## src/rtl/neuron_mac_pkg.sv

```systemverilog
// Shared definitions for the neuron multiply-accumulate stage: default widths,
// control levels and the FSM state encoding.
package neuron_mac_pkg;

  localparam int DATA_WIDTH_DEF = 16;
  localparam int FRAC_BITS_DEF  = 12;
  localparam int ACC_WIDTH_DEF  = 40;
  localparam int LEN_WIDTH_DEF  = 8;

  localparam logic HIGH    = 1'b1;
  localparam logic LOW     = 1'b0;
  localparam logic ENABLE  = 1'b1;
  localparam logic DISABLE = 1'b0;

  typedef enum logic [1:0] {
    ST_IDLE  = 2'd0,
    ST_ACC   = 2'd1,
    ST_ROUND = 2'd2,
    ST_DONE  = 2'd3
  } state_t;

endpackage

```

## src/rtl/neuron_mac_round_sat.sv

```systemverilog
// Combinational round-half-up and saturate from the wide Q accumulator down to
// a DATA_WIDTH two's-complement result with FRAC_BITS fractional bits.
module neuron_mac_round_sat #(
  parameter int DATA_WIDTH = 16,
  parameter int FRAC_BITS  = 12,
  parameter int ACC_WIDTH  = 40
) (
  input  logic signed [ACC_WIDTH-1:0] acc,
  output logic        [DATA_WIDTH-1:0] result
);

  // One extra bit so adding the half-LSB can never overflow the accumulator.
  localparam logic signed [ACC_WIDTH:0] HALF    = (ACC_WIDTH+1)'(1) << (FRAC_BITS - 1);
  localparam logic signed [ACC_WIDTH:0] SAT_MAX = (ACC_WIDTH+1)'((1 << (DATA_WIDTH - 1)) - 1);
  localparam logic signed [ACC_WIDTH:0] SAT_MIN = -SAT_MAX - (ACC_WIDTH+1)'(1);

  logic signed [ACC_WIDTH:0] sum;
  logic signed [ACC_WIDTH:0] shifted;

  always_comb begin
    sum     = $signed({acc[ACC_WIDTH-1], acc}) + HALF;
    shifted = sum >>> FRAC_BITS;
    result  = shifted[DATA_WIDTH-1:0];
    if (shifted > SAT_MAX) begin
      result = SAT_MAX[DATA_WIDTH-1:0];
    end else if (shifted < SAT_MIN) begin
      result = SAT_MIN[DATA_WIDTH-1:0];
    end
  end

endmodule

```

## src/rtl/neuron_mac.sv

```systemverilog
// Neuron dot-product engine: bias + sum(x*w) over len terms in a wide
// accumulator, then one rounding/saturation step to a Q3.12 result.
module neuron_mac
  import neuron_mac_pkg::*;
#(
  parameter int DATA_WIDTH = DATA_WIDTH_DEF,
  parameter int FRAC_BITS  = FRAC_BITS_DEF,
  parameter int ACC_WIDTH  = ACC_WIDTH_DEF,
  parameter int LEN_WIDTH  = LEN_WIDTH_DEF
) (
  input  logic                  clk,
  input  logic                  reset,
  input  logic                  start,
  input  logic [LEN_WIDTH-1:0]  len,
  input  logic [DATA_WIDTH-1:0] bias,
  input  logic                  in_valid,
  input  logic [DATA_WIDTH-1:0] x_in,
  input  logic [DATA_WIDTH-1:0] w_in,
  output logic                  busy,
  output logic [DATA_WIDTH-1:0] mac_out,
  output logic                  mac_rdy,
  output logic [1:0]            fsm_state
);

  // Handshake: a term is consumed on any rising edge in ACC where in_valid is
  // high; there is no back-pressure, so the source may stall for any length.

  localparam int PROD_WIDTH = 2 * DATA_WIDTH;

  state_t                       state;
  logic [LEN_WIDTH-1:0]         len_q;
  logic [LEN_WIDTH-1:0]         count;
  logic [LEN_WIDTH-1:0]         next_count;
  logic signed [ACC_WIDTH-1:0]  acc;
  logic signed [ACC_WIDTH-1:0]  bias_ext;
  logic signed [ACC_WIDTH-1:0]  prod_ext;
  logic signed [PROD_WIDTH-1:0] prod;
  logic [DATA_WIDTH-1:0]        rounded;

  assign prod       = $signed(x_in) * $signed(w_in);
  assign prod_ext   = {{(ACC_WIDTH - PROD_WIDTH){prod[PROD_WIDTH-1]}}, prod};
  // Bias is aligned to the product's fractional point (2*FRAC_BITS).
  assign bias_ext   = {{(ACC_WIDTH - DATA_WIDTH){bias[DATA_WIDTH-1]}}, bias} << FRAC_BITS;
  assign next_count = count + LEN_WIDTH'(1);
  assign fsm_state  = state;

  neuron_mac_round_sat #(
    .DATA_WIDTH(DATA_WIDTH),
    .FRAC_BITS (FRAC_BITS),
    .ACC_WIDTH (ACC_WIDTH)
  ) u_round_sat (
    .acc   (acc),
    .result(rounded)
  );

  always_ff @(posedge clk) begin
    if (!reset) begin
      state   <= ST_IDLE;
      len_q   <= '0;
      count   <= '0;
      acc     <= '0;
      mac_out <= '0;
      mac_rdy <= LOW;
      busy    <= DISABLE;
    end else begin
      case (state)
        ST_IDLE, ST_DONE: begin
          if (start) begin
            len_q   <= len;
            acc     <= bias_ext;
            count   <= '0;
            mac_rdy <= LOW;
            busy    <= ENABLE;
            state   <= (len != '0) ? ST_ACC : ST_ROUND;
          end
        end
        ST_ACC: begin
          if (in_valid) begin
            acc   <= acc + prod_ext;
            count <= next_count;
            if (next_count == len_q) begin
              state <= ST_ROUND;
            end
          end
        end
        ST_ROUND: begin
          mac_out <= rounded;
          mac_rdy <= HIGH;
          busy    <= DISABLE;
          state   <= ST_DONE;
        end
        default: begin
          state <= ST_IDLE;
        end
      endcase
    end
  end

endmodule

```

## config.mk

```make
export PLATFORM = sky130hd
export DESIGN_NAME = neuron_mac
export DESIGN_NICKNAME = d
export VERILOG_FILES = /design/src/rtl/neuron_mac_pkg.sv /design/src/rtl/neuron_mac_round_sat.sv /design/src/rtl/neuron_mac.sv
export SDC_FILE = /design/constraint.sdc
export NUM_CORES = 1
export LEC_CHECK = 0
export ABC_AREA = 1
export CAP_MARGIN = 25
export CELL_PAD_IN_SITES_DETAIL_PLACEMENT = 0
export CELL_PAD_IN_SITES_GLOBAL_PLACEMENT = 1
export CORE_UTILIZATION = 47
export DETAILED_ROUTE_END_ITERATION = 8
export PLACE_DENSITY_LB_ADDON = 0.1
export SYNTH_ARGS = -nofsm -noshare
export SYNTH_HDL_FRONTEND = slang
export SYNTH_SLANG_ARGS = --single-unit
```

## constraint.sdc

```tcl
create_clock -name clk -period 8.5 [get_ports clk]
set_input_delay 1.7 -clock clk [delete_from_list [all_inputs] [get_ports clk]]
set_output_delay 1.7 -clock clk [all_outputs]
set_load 0.05 [all_outputs]
```

# After elaboration in Yosys (flattened, before gate mapping)
# Cells that the tools add are included.
# op_classes
add_sub_neg	3
mul	1
order_cmp	2
n_eq_ne	7
n_mux	17
n_reduce_logical	9
# ops
op	n
$mux 40	2
$pmux 40 s2	1
$add 40x13->41 const B	1
$add 40x32->40	1
$mul 16x16->32	1
$mux 16	2
$gt 29x16->1 const B	1
$lt 29x16->1 const B	1
$mux 8	2
$pmux 8 s2	1
$add 8x1->8 const B	1
$eq 8x8->1	1
$mux 2	4
$reduce_bool 8->1	1
$ne 2x2->1 const B	3
$pmux 2 s3	1
$reduce_and 3->1	2
$eq 2x2->1 const B	2
$pmux 1 s2	2
$reduce_and 2->1	2
$reduce_bool 2->1	2
$eq 2x1->1 const B	1
$logic_not 2->1	1
$mux 1	2
$reduce_or 2->1	1
# word_totals
regBits	76
input_bits	60
output_inout_bits	20
word_cells	46

# Longest topological paths before layout
# Gate-level depths: netlist (run 1).
# depth
word_depth	5
ltp_mapped	30
ltp_nobuf	28

# By module
# From an unflattened synthesis (run 1), not the netlist that was laid out.
# hier_totals
hier_cells	2519
hier_area_um2	17910.9
# modules_own_cells
mod	n_inst	cells_each	area_per_inst_um2	seq_area_each_um2
neuron_mac	1	2290	16794.9	1521.5
neuron_mac_round_sat	1	229	1116.1	0.0

# Worst setup path after synthesis (run 1)
# No wires, ideal clock.
# synth_path
kind	in2reg
startpoint	input port w_in[5]
endpoint	register acc[39]
setup_time_ps	128
arrival_time_ps	7237
required_time_ps	8372
slack_ps	1135
cell_stages	24
n_path_buf	2
cell_sequence	clkbuf_1 -> clkbuf_1 -> nand2_1 -> fa_1 -> inv_1 -> fa_1 -> inv_1 -> fa_1 -> fa_1 -> inv_1 -> fa_1 -> inv_1 -> fa_1 -> inv_1 -> ha_1 -> nand2_1 -> nor3_1 -> inv_1 -> nor3_1 -> nand4_1 -> nand3_1 -> nand2_1 -> nand3_1 -> a21oi_1
# synth_via
elab_chain_len	4
# synth_lines
item	line_no	text
start, declared	neuron_mac.sv:18	input logic [DATA_WIDTH-1:0] w_in,
$mul 16x16->32	neuron_mac.sv:40	assign prod = $signed(x_in) * $signed(w_in);
$add 40x32->40	neuron_mac.sv:79	acc <= acc + prod_ext;
$mux 40	neuron_mac.sv:78	if (in_valid) begin
$pmux 40 s2	neuron_mac.sv:66	case (state)
end signal, assigned	neuron_mac.sv:70	acc <= bias_ext;
end signal, assigned	neuron_mac.sv:79	
end, declared	neuron_mac.sv:34	logic signed [ACC_WIDTH-1:0] acc;
# No other way between the ends. The select of a mux whose other input is x is not followed.
# A chain may end at the register's enable or synchronous reset.

# Worst setup path in the final report (run 1)
# layout_path
startpoint	input port w_in[12]
endpoint	register acc[29]
# Same word-level chain as after synthesis.

==> key figures, run 1 <==
Global route
  • Global route overflow: 0
  • Vias in the first global route: ~15000
  • Antenna violations before repair: 0
  • Largest net degree at the start of global routing: 48
  • Global-route wire length before repair: 81780 microns
  • GRT Total Usage: approximately 28%

Placement
  • Hpwl dp: approximately 43000 microns
  • GPL Wtd Cong: 0.9713
  • Quantity of I/O buffers inserted on ports: 79

Logic synthesis
  • Top-area cell type share of the netlist area: a little under two fifths
  • Yosys warns: 0
  • Synth Flop Type: dfxtp_1
  • Post-Syn Area: 17480 sq um
  • Async SR Flop Fraction: 0%
  • Syn Area/Cell: 7.306 sq um
  • Count of cell types in the netlist: 39
  • Mapped Nets: 2902
  • Sequential share of the synthesized area: 8.702%
  • Yosys top cell by area: fa_1
  • Cells after synthesis: approximately 2400
  • Synth area leaders: fa_1, inv_1, nand2_1
  • Number of flops mapped to enable cells by yosys: 0
  • #FFs+latches synth: 76

Die
  • Ports: 80
  • Core Region: about 37000 sq um
  • Initial Util: 47.75%
  • Die W: 194.9 microns
  • Die Area: 37970 sq um
  • Num rows: 70
  • Die Y: 194.9 microns

Setup path
  • CP arrival: 8.09 ns
  • Crit Path Class: input port to register
  • Worst setup EP type: register
  • Reg2reg setup slack: approximately 3.3 ns
  • Worst Path Max Fanout: 14
  • Startpoint type of the worst setup path: input port
  • Crit path required time: 8.78 ns

Job
  • Maxcap violations: 0

Route
  • DRC: 0
  • Vias/cell: 4.965
  • Vias: 14540
  • Total Wirelength: slightly below 50000 microns
  • Pre-antenna DRT Iters: 6
  • Wire length per cell: approximately 17 microns
  • Detail Route Antenna Nets: 0
  • DRT iter0 DRCs: ~910

Timing
  • Min Tclk post-route: roughly 8 ns
  • Setup TNS: 0 ns
  • Rel. slew slack: 38.36%
  • Final setup fails: 0
  • Slew @ Worst Pin: slightly above 0.9 ns
  • Tcrit/Tclk final: about nine tenths
  • Fmax: 128.1 MHz
  • Fin. Hold Viols: 0
  • RSZ-0062 raised after global routing: no
  • Max-slew violation count: 0
  • Clock Skews: ~0.0097 ns

CTS
  • CTS root buffer: clkbuf_16
  • CTS tree: built
  • CTS Hold Buffers Added: 0
  • CTS buffer count: 9
  • Worst-Skew Late Latency: 0.35 ns
  • Clk sink count: 76
  • Clk buf depth: 2
  • CTS clock-pin slew for the worst setup and hold paths: roughly 0.070 ns
  • H-Tree Depth: 3
  • Post-CTS Setup Bufs: 0
  • Cts repair resizes: 0

Cells and area
  • Share of cells above drive strength 1: about 4.7%
  • ANT cells: 0
  • Area Overhead vs Synth: 10.42%
  • Final Util: between 50% and 60%
  • Final net count: just under 3000

Worst hold path
  • Hold/Removal Path Class: register to register

Outcome
  • Outcome: finished clean
==> per-layer routing <==
layer	part of all wire [%]	track usage, %	wire [microns]	up-vias
li1	-	-	-	7110
met1	45	37.68	21980	7052
met2	48	46.79	23390	332
met3	4.3	3.071	2111	48
met4	2.5	7.087	1228	0
met5	0	0	0	-
==> cell usage in the layout (no fill, tap or decap), drive strengths merged <==
| master | synthesis | layout |
|---|---|---|
| inv | 662 | 664 |
| nand2 | 547 | 547 |
| fa | 330 | 330 |
| nor2 | 169 | 169 |
| ha | 119 | 119 |
| o21ai | 109 | 109 |
| a21oi | 108 | 108 |
| nand3 | 84 | 84 |
| clkdlybuf4s50 | 0 | 78 |
| dfxtp | 76 | 76 |
| buf | 9 | 60 |
| xor2 | 18 | 18 |
| nor3 | 15 | 15 |
| xnor2 | 14 | 14 |
| nand4 | 13 | 13 |
| or2 | 12 | 12 |
| clkbuf | 78 | 10 |
| a31oi | 7 | 7 |
| o211ai | 4 | 4 |
| o21bai | 3 | 3 |
| nor4 | 3 | 3 |
| nand3b | 3 | 3 |
| o21a | 2 | 2 |
| a21o | 2 | 2 |
| a22oi | 2 | 2 |
| bufinv | 0 | 2 |
| nand2b | 1 | 1 |
| and2 | 1 | 1 |
| o22ai | 1 | 1 |
| nor3b | 1 | 1 |
| clkinv | 0 | 1 |
| clkinvlp | 0 | 1 |
| dlymetal6s2s | 0 | 1 |
==> worst max-delay path: stages <==
cell	delay, ns
clkdlybuf4s50_1	0.94
nand2_1	0.16
fa_1	0.71
fa_1	0.50
fa_1	0.54
inv_1	0.06
fa_1	0.50
fa_1	0.55
inv_1	0.06
fa_1	0.53
inv_1	0.04
ha_1	0.39
inv_1	0.11
o21ai_0	0.16
a31oi_1	0.27
o21ai_0	0.17
nor2_1	0.26
nand2_1	0.08
nand2_1	0.06
nand3_1	0.13
a21oi_1	0.17
==> final cells by class <==
class / count / area, sq um
fillers: 3660 / 17310
multi-input cells: 1568 / 13120
inverters: 662 / 2485
flip-flops and latches: 76 / 1521
repair buffers: 139 / 1264
well taps: 468 / 585.6
clock buffers: 10 / 239.0
clock inverters: 6 / 93.84
==> Yosys cell counts, types with 2 or more instances <==
master	instances
inv_1	660
nand2_1	541
fa_1	330
nor2_1	159
ha_1	119
o21ai_0	109
a21oi_1	98
nand3_1	84
clkbuf_1	78
dfxtp_1	76
xor2_1	18
nor3_1	15
xnor2_1	14
nand4_1	13
or2_2	11
a21oi_2	10
a31oi_1	7
nor2_2	7
nand2_2	5
o211ai_1	4
buf_2	3
nand3b_1	3
nor4_1	3
o21bai_1	3
a21o_1	2
a22oi_1	2
buf_1	2
buf_4	2
buf_8	2
inv_2	2
nor2_4	2
o21a_1	2
==> cell families (layout without fill, tap and decap cells) <==
logic type                 count (synthesis)  after routing  share of synthesized area [%]
and+or+nand+nor                          849            849                          19.85
AOI/OAI and AO/OA                        238            238                          7.271
buffers and inverters                    749            817                          16.27
DFF                                       76             76                          8.703
xor gates and xnor gates                  32             32                          1.603
adders and majority gates                449            449                          46.30
==> sequential cells by signal (all words and copies together) (netlist names) <==
signal / flops
acc: 40
busy: 1
count: 8
fsm_state: 2
len_q: 8
mac_out: 16
mac_rdy: 1
==> per-stage QoR <==
step | cells | worst slack, ns | area, sq um | hold slack (ns)
final | 2929 | 0.6918 | 19300 | 0.4620
after global placement | 2912 | 0.2146 | 18940 | 0.4504
after detailed placement | 2912 | 0.1308 | 18940 | 0.4537
after global routing | 2929 | 0.1963 | 19300 | 0.4890
after CTS | 2928 | 0.4685 | 19270 | 0.4625
after floorplan | 2393 | 1.135 | 17480 | 0.4392
==> worst paths after layout <==
kind                 start  endpoint  cells past startpoint
setup / recovery  w_in[12]   acc[29]                     21
setup reg to reg   acc[15]   acc[30]                     19
hold reg to reg   count[6]  count[6]                      2
hold / removal    count[6]  count[6]                      2
Power of run 1 is left out: the tool's default activity adds up to more than one toggle a clock period on the data nets, which glitch-free logic cannot reach.
==> inputs of run 2 (changes only) <==
CORE_UTILIZATION = 43   (was 47)
MAX_ROUTING_LAYER = met4   (was unset)
clock period = 6.4 ns   (was 8.5 ns; I/O delays follow)
==> run 2 against run 1 <==
Effect of this change: the flow now finishes with violations (setup timing); utilization grew 7.4 points; die area rose by 9.2%; global-route usage rose by 2.6 points; clock skew rose by 0.00085 ns; worst setup slack worse by 0.84 ns; count of clock-buffer cells in the layout did not move; first-iteration DRC count decreased by 15%; wire length up 17%.
==> key figures, run 2 (synthesis results as in run 1) <==
Die
  • Die Area: 41470 sq um (+9.2%)
  • Die Y: 203.6 microns (+4.5%)
  • Initial Util: 43.80% (-4.0 points)
  • Num rows: 73 (+4.3%)
  • Die W: 203.6 microns (+4.5%)
  • Core Region: 39910 sq um (+9.0%)
  • Ports: 80 (unchanged)

CTS
  • Clk buf depth: 2 (unchanged)
  • CTS tree: built
  • CTS root buffer: clkbuf_16
  • CTS buffer count: 9 (unchanged)
  • H-Tree Depth: 3 (unchanged)
  • Worst-Skew Late Latency: 0.34 ns (about the same)
  • CTS clock-pin slew for the worst setup and hold paths: 0.06 ns (about the same)
  • CTS Hold Buffers Added: 0 (unchanged)
  • Clk sink count: 76 (unchanged)

Setup path
  • Worst setup EP type: register
  • CP max stage cell: fa_2
  • Crit path required time: 6.67 ns (-2.11 ns)
  • Crit Path Class: input port to register
  • Worst Path Max Fanout: 8 (-6)
  • Startpoint type of the worst setup path: input port
  • CP peak stage delay: 0.60 ns (-0.34 ns)
  • CP arrival: 6.82 ns (-1.27 ns)
  • Cell mode on critical path: fa_1

Cells and area
  • Max reg flops: 40 (unchanged)
  • Share of cells above drive strength 1: 29.39% (+25 points)
  • Highest-count cells in the layout ignoring fill and taps: inv_1, nand2_1, fa_1, buf_4, nor2_1
  • Most common cell after layout, fill and taps aside: inv_1
  • ANT cells: 0 (unchanged)
  • Biggest regs: acc: 40 flops, mac_out: 16 flops
  • Fill cells: 3715 (+1.5%)
  • Final net count: 3253 (+9.7%)
  • Largest register by flop count: acc
  • Area Overhead vs Synth: 37.26%

Route
  • Detail Route Antenna Nets: 0 (unchanged)
  • Vias/cell: 4.885 (-1.6%)
  • Vias: 16000 (+10%)
  • Pre-antenna DRT Iters: 7 (+1)
  • DRT iter0 DRCs: 773 (-15%)
  • Total Wirelength: 57080 microns (+17%)
  • Wire length per cell: 17.43 microns (+4.8%)
  • DRC: 0 (unchanged)

Timing
  • Slew @ Worst Pin: 1.016 ns (+0.09450 ns)
  • Fin worst setup slack: -0.1450 ns (-0.8368 ns)
  • Fin. Hold Viols: 0 (unchanged)
  • Tcrit/Tclk final: 102.3%
  • Min Tclk post-route: 6.545 ns
  • Fmax: 152.8 MHz
  • Rel. slew slack: 32.17% (-6.2 points)
  • Final setup fails: 2 (+2)
  • RSZ-0062 raised after global routing: yes
  • Max-slew violation count: 0 (unchanged)
  • Clock Skews: 0.01057 ns (+0.0008460 ns)

Placement
  • Quantity of I/O buffers inserted on ports: 79 (unchanged)
  • Setup WS pre-CTS: -1.246 ns (-1.377 ns)
  • Hpwl dp: 46090 microns (+7.6%)
  • GPL Wtd Cong: 0.9343 (-3.8%)

Job
  • Maxcap violations: 0 (unchanged)

Global route
  • Antenna violations before repair: 0 (unchanged)
  • GRT Total Usage: 30.19% (+2.6 points)
  • Largest net degree at the start of global routing: 48 (unchanged)
  • Global route overflow: 0 (unchanged)
  • Vias in the first global route: 17340 (+12%)
  • Global-route wire length before repair: 93950 microns (+15%)

Worst hold path
  • Hold/Removal Path Class: register to register

Outcome
  • Failing checks: setup timing
  • Outcome: finished, violations left
[run 2: repair_timing]
action / 4_1_cts / 5_1_grt
pin swaps: 193 / 174
gates resized for setup: 416 / 318
setup endpoints to repair: 31 / 28
setup buffers: 61 / 31
cloned: 11 / 0
[run 2: layout make-up]
class / instances / area, sq um / area share [%]
multi-input combinational: 1568 / 14860 / 61.91
timing repair buffer: 427 / 4156 / 17.32
inverter: 662 / 2512 / 10.47
sequential: 76 / 1521 / 6.340
tap: 525 / 656.9 / 2.737
clock buffer: 10 / 229.0 / 0.9541
clock inverter: 6 / 65.06 / 0.2711
[run 2: metrics by stage]
stage	utilization (%)	hold WS (ns)	cell area, sq um	TNS [ns]	instances
after floorplan	-	0.4392	17680	-0.02437	2393
after global placement	52.16	0.4510	20820	-29.24	3161
after detailed placement	52.16	0.4586	20820	-29.71	3161
after CTS	57.69	0.4689	23030	-0.5673	3249
after global routing	60.12	0.4994	24000	-2.150	3274
final	60.12	0.4708	24000	-0.2169	3274
[run 2: final timing paths]
path / to / depth (start not counted) / startpoint / slack, ns
setup reg to reg: acc[25] / 20 / acc[15] / 1.32
hold / removal: count[6] / 2 / count[6] / 0.47
setup / recovery: acc[36] / 26 / w_in[3] / -0.15
hold reg to reg: count[6] / 2 / count[6] / 0.47
[run 2: critical path: cells and delay by family]
kind / cells / cell delay [ns]
buf+inv: 11 / 0.99
fa+ha+maj: 7 / 3.34
compound gates: 1 / 0.14
simple gates: 7 / 1.02
[run 2: layer usage]
layer / track usage [%] / wire (microns)
met5: - / 0
met4: 7.035 / 1822
met3: 3.468 / 2765
met2: 50.92 / 27980
met1: 38.72 / 24510
Power of run 2 is left out for the same reason.
